==> src/rtl/logic_bus_arb.sv <==
`default_nettype none
// ============================================================================
// Module   : logic_bus_arb
// Purpose  : Two-master round-robin arbiter for a four-phase shared logic bus,
//            with a stall timeout and a saturating error counter.
// Revision : 1.0
// ============================================================================
module logic_bus_arb #(
    parameter int P_TIMEOUT_CNT_MAX = 1000
) (
    input  logic        clk,
    input  logic        rst,
    input  logic [11:0] m0_adr,
    input  logic [15:0] m0_wr_data,
    input  logic        m0_wr_req,
    input  logic        m0_rd_req,
    output logic        m0_ack,
    output logic [15:0] m0_rd_data,
    input  logic [11:0] m1_adr,
    input  logic [15:0] m1_wr_data,
    input  logic        m1_wr_req,
    input  logic        m1_rd_req,
    output logic        m1_ack,
    output logic [15:0] m1_rd_data,
    output logic [11:0] s_adr,
    output logic [15:0] s_wr_data,
    output logic        s_wr_req,
    output logic        s_rd_req,
    input  logic        s_ack,
    input  logic [15:0] s_rd_data,
    output logic        owner,
    output logic        err_timeout,
    output logic [7:0]  err_cnt
);

    localparam int c_CNT_W = $clog2(P_TIMEOUT_CNT_MAX + 1);

    typedef enum logic [1:0] {
        S_IDLE = 2'd0,
        S_BUSY = 2'd1
    } state_t;

    state_t              r_state;
    logic                r_owner;
    logic [11:0]         r_s_adr;
    logic [15:0]         r_s_wr_data;
    logic                r_s_wr_req;
    logic                r_s_rd_req;
    logic                r_gnt_rd;
    logic                r_ack_q;
    logic [c_CNT_W-1:0]  r_cnt;
    logic                r_err_timeout;
    logic [7:0]          r_err_cnt;
    logic [15:0]         r_m0_rd_data;
    logic [15:0]         r_m1_rd_data;

    logic w_m0_req;
    logic w_m1_req;
    logic w_gnt_idx;
    logic w_new_wr;
    logic w_new_rd;
    logic w_sel_wr;
    logic w_sel_rd;
    logic w_ack_fall;
    logic w_timeout;

    assign w_m0_req = m0_wr_req | m0_rd_req;
    assign w_m1_req = m1_wr_req | m1_rd_req;

    // On a tie the master that did not own the bus last wins.
    always_comb begin
        w_gnt_idx = w_m1_req;
        if (w_m0_req && w_m1_req) begin
            w_gnt_idx = ~r_owner;
        end
    end

    // A write takes precedence over a simultaneous read from the same master.
    assign w_new_wr   = w_gnt_idx ? m1_wr_req : m0_wr_req;
    assign w_new_rd   = w_gnt_idx ? (m1_rd_req & ~m1_wr_req) : (m0_rd_req & ~m0_wr_req);
    assign w_sel_wr   = r_owner ? m1_wr_req : m0_wr_req;
    assign w_sel_rd   = r_owner ? (m1_rd_req & ~m1_wr_req) : (m0_rd_req & ~m0_wr_req);
    assign w_ack_fall = r_ack_q & ~s_ack;
    assign w_timeout  = (r_cnt == c_CNT_W'(P_TIMEOUT_CNT_MAX - 1));

    always_ff @(posedge clk) begin
        if (rst) begin
            r_state       <= S_IDLE;
            r_owner       <= 1'b1;
            r_s_adr       <= '0;
            r_s_wr_data   <= '0;
            r_s_wr_req    <= 1'b0;
            r_s_rd_req    <= 1'b0;
            r_gnt_rd      <= 1'b0;
            r_ack_q       <= 1'b0;
            r_cnt         <= '0;
            r_err_timeout <= 1'b0;
            r_err_cnt     <= '0;
            r_m0_rd_data  <= '0;
            r_m1_rd_data  <= '0;
        end else begin
            r_err_timeout <= 1'b0;
            case (r_state)
                S_IDLE: begin
                    r_s_wr_req <= 1'b0;
                    r_s_rd_req <= 1'b0;
                    r_cnt      <= '0;
                    r_ack_q    <= 1'b0;
                    if (w_m0_req || w_m1_req) begin
                        r_owner     <= w_gnt_idx;
                        r_s_adr     <= w_gnt_idx ? m1_adr : m0_adr;
                        r_s_wr_data <= w_gnt_idx ? m1_wr_data : m0_wr_data;
                        r_s_wr_req  <= w_new_wr;
                        r_s_rd_req  <= w_new_rd;
                        r_gnt_rd    <= w_new_rd;
                        r_state     <= S_BUSY;
                    end
                end
                S_BUSY: begin
                    r_ack_q <= s_ack;
                    if (s_ack && r_gnt_rd) begin
                        if (r_owner) begin
                            r_m1_rd_data <= s_rd_data;
                        end else begin
                            r_m0_rd_data <= s_rd_data;
                        end
                    end
                    if (w_ack_fall) begin
                        r_s_wr_req <= 1'b0;
                        r_s_rd_req <= 1'b0;
                        r_state    <= S_IDLE;
                    end else if (w_timeout) begin
                        // Owner is left on the aborted master so the other one wins the next tie.
                        r_s_wr_req    <= 1'b0;
                        r_s_rd_req    <= 1'b0;
                        r_err_timeout <= 1'b1;
                        if (r_err_cnt != 8'hFF) begin
                            r_err_cnt <= r_err_cnt + 8'd1;
                        end
                        r_state <= S_IDLE;
                    end else begin
                        r_cnt      <= r_cnt + 1'b1;
                        r_s_wr_req <= w_sel_wr;
                        r_s_rd_req <= w_sel_rd;
                    end
                end
                default: begin
                    r_s_wr_req <= 1'b0;
                    r_s_rd_req <= 1'b0;
                    r_state    <= S_IDLE;
                end
            endcase
        end
    end

    assign m0_ack      = s_ack & (r_state == S_BUSY) & ~r_owner;
    assign m1_ack      = s_ack & (r_state == S_BUSY) & r_owner;
    assign m0_rd_data  = r_m0_rd_data;
    assign m1_rd_data  = r_m1_rd_data;
    assign s_adr       = r_s_adr;
    assign s_wr_data   = r_s_wr_data;
    assign s_wr_req    = r_s_wr_req;
    assign s_rd_req    = r_s_rd_req;
    assign owner       = r_owner;
    assign err_timeout = r_err_timeout;
    assign err_cnt     = r_err_cnt;

endmodule
`default_nettype wire

==> config.mk <==
export PLATFORM = sky130hd
export DESIGN_NAME = logic_bus_arb
export DESIGN_NICKNAME = d
export VERILOG_FILES = /design/src/rtl/logic_bus_arb.sv
export SDC_FILE = /design/constraint.sdc
export NUM_CORES = 1
export LEC_CHECK = 0
export ABC_AREA = 1
export CAP_MARGIN = 20
export CORE_ASPECT_RATIO = 1.1
export CORE_MARGIN = 5
export CORE_UTILIZATION = 43
export DETAILED_ROUTE_END_ITERATION = 12
export DONT_BUFFER_PORTS = 1
export GPL_ROUTABILITY_DRIVEN = 0
export GPL_TIMING_DRIVEN = 1
export PLACE_DENSITY_LB_ADDON = 0.3
export SYNTH_ARGS = -nofsm -noshare
export SYNTH_HDL_FRONTEND = slang
export SYNTH_SLANG_ARGS = --single-unit
==> constraint.sdc <==
create_clock -name clk -period 2.8 [get_ports clk]
set_input_delay 0.28 -clock clk [delete_from_list [all_inputs] [get_ports clk]]
set_output_delay 0.28 -clock clk [all_outputs]
set_load 0.1 [all_outputs]
==> impl_metrics.ini <==
[sta]
setup_viol = 0
setup_slack_ns = 0.8378
fmax_mhz = 509.6
drv_slew = 0
rsz0062_at_grt = false
finalHoldViolCount = 0
worst_pin_slew_ns = 1.011
max_slew_margin_pct = 32.53
skew_ns = 0.01727
period_minus_slack_ns = 1.962
period_share_pct = 70.08
tns_ns = 0

[logic_synthesis]
synthTopCellsByArea = dfxtp_1 45%, nand2_1 11%, nor2_1 8.4%
syn_nets = 589
synth_top_area_cell = dfxtp_1
synthArstFlopShare_pct = 0
syn-cell-area_mm2 = 0.003745
avgSynthCellArea_um2 = 7.372
synth_top_area_share_pct = 45.44
post_synth_num_cell_types = 32
synth-seq-cells = 85
synth_ff_type = dfxtp_1
ys_warn_count = 0
yosysSeqAreaShare_pct = 45.44
netlist_instances = 508
synth-edff-count = 0

[drt]
wl_per_cell_um = 14.79
postRouteAntennaNets = 0
dr.pass1.iters = 4
drt_iter0_markers = 142
viasPerCell = 5.299
routed_wirelength_um = 9405
drc = 0
vias = 3370

[placed_design]
place_ws_ns = 1.013
post-dp-hpwl_um = 6861
port_buffers = 0
placed_area_mm2 = 0.003904

[die]
start_util_pct = 44.31
core_area_mm2 = 0.008452
die-area_mm2 = 0.01068
dieWidth_um = 98.98
row_count = 35
ioPinCount = 153
die_y_um = 107.9

[clock_network]
numCtsBuffers = 9
cts_num_sinks = 85
root_buffer = clkbuf_8
clock_latency_ns = 0.35
cts_tree = built
htreeDepth = 3
cts-resized-gates = 0
cts_setup_buffers = 0
cts_hold_buf = 1
clk_pin_slew_worst_paths_ns = 0.08
clockBufferDepth = 2

[finish]
postLayoutCellArea_mm2 = 0.004111
finalCoreUtilization_pct = 48.65
diodes = 0
fill_cells = 834
area_delta_synth_final_pct = 9.789
nets = 601
drive_above_1_share_pct = 12.76

[setup_path]
critPathSlowestCell = dfxtp_1
worstSetupPathType = flip-flop to output pin
cp_common_cell = buf_4
path_buf_inv = 3
slowest_delay_ns = 0.38
endpoint_kind = output pin
critPathLaunchType = flip-flop
critPathMaxFanout = 6
crit_required_ns = 2.52
crit_path_cell_trace = buf_4 -> inv_2 -> nor2_4 -> buf_4
arrival_ns = 1.68
cpLargestDelayFamily = buffers and inverters

[grt]
grt_max_degree = 46
grt-ovfl-total = 0
gr-usage-met3_pct = 5.833
antenna_found_initial = 0
gr-usage-met1_pct = 20.49
grtUsageMet2_pct = 27.88
grt_util_all_layers_pct = 16.92
grt_pass1_vias = 3134
busiest_layer = met2
grt_pass1_wl_um = 14920

[pwr]
p_leak_nw = 1.609
power_mw = 3.166
ir_worst_vdd_mv = 0.4536
p_per_area_mw_per_mm2 = 770.2

[job]
cap_violations = 0

[run_status]
status = completed

[hold_path]
min_path_type = input pin to flip-flop
==> cells in the final DEF, fill, tap and decap left out, types with 17 or more instances in the layout <==
master | synthesis | layout
nand2_1 | 107 | 107
a21oi_1 | 17 | 17
nor2_1 | 84 | 84
nand3_1 | 19 | 19
o21ai_0 | 56 | 56
dfxtp_1 | 85 | 85
inv_1 | 27 | 27
a31oi_1 | 28 | 28
o21ai_1 | 17 | 17
buf_4 | 1 | 26
==> per-layer routing <==
metal	up-vias	wire (um)
li1	1683	-
met1	1525	3939
met2	149	4375
met3	13	946
met4	0	144
met5	-	0
==> registers in the layout (all words and copies together) (netlist names) <==
signal       cells
m1_rd_data      16
r_state          1
r_cnt           10
owner            1
s_wr_req         1
err_cnt          8
s_adr           12
s_rd_req         1
err_timeout      1
s_wr_data       16
r_ack_q          1
m0_rd_data      16
r_gnt_rd         1
==> Yosys cell counts (all sizes together) (5+ instances only) <==
library cell / count
a31oi: 28
o21ai: 73
dfxtp: 85
inv: 33
nand2: 118
nor2: 91
nand3: 20
buf: 15
xor2: 5
clkbuf: 11
a21oi: 17
==> area by class of cell <==
class                           count  area (um2)  share of cell area (%)
Tap cell                          111       138.9                   3.378
Clock buffer                        9       123.9                   3.013
Timing Repair Buffer               27       205.2                   4.991
Clock inverter                      7       73.82                   1.795
Inverter                           33       128.9                   3.135
Sequential cell                    85        1702                   41.39
Multi-Input combinational cell    364        1739                   42.30
==> cell families after synthesis <==
family          synth area share, %
compound gates                16.87
xor+xnor                      1.169
fa+ha+maj                    0.6681
buf+inv                       8.119
flops                         45.44
simple gates                  27.73
==> metrics by stage <==
step / instances / hold WS [ns]
after floorplan: 508 / 0.4254
after global placement: 619 / 0.3574
after CTS: 636 / 0.02166
after global routing: 636 / 0.03199
final: 636 / 0.04856
after detailed placement: 619 / 0.3589
==> final timing paths <==
check            from        to  slack (ns)  cells after the start
max reg2reg     owner     owner        1.05                      5
min reg2reg  r_cnt[6]  r_cnt[6]        0.50                      2
min               rst     owner        0.05                      2
max             owner    m1_ack        0.84                      4
==> power by group <==
part           switching, mW  internal, mW
Sequential             0.398          1.29
Clock                  0.455         0.415
Combinational          0.468         0.136
Total                   1.32          1.85
Power figures use the tool's default switching activity.
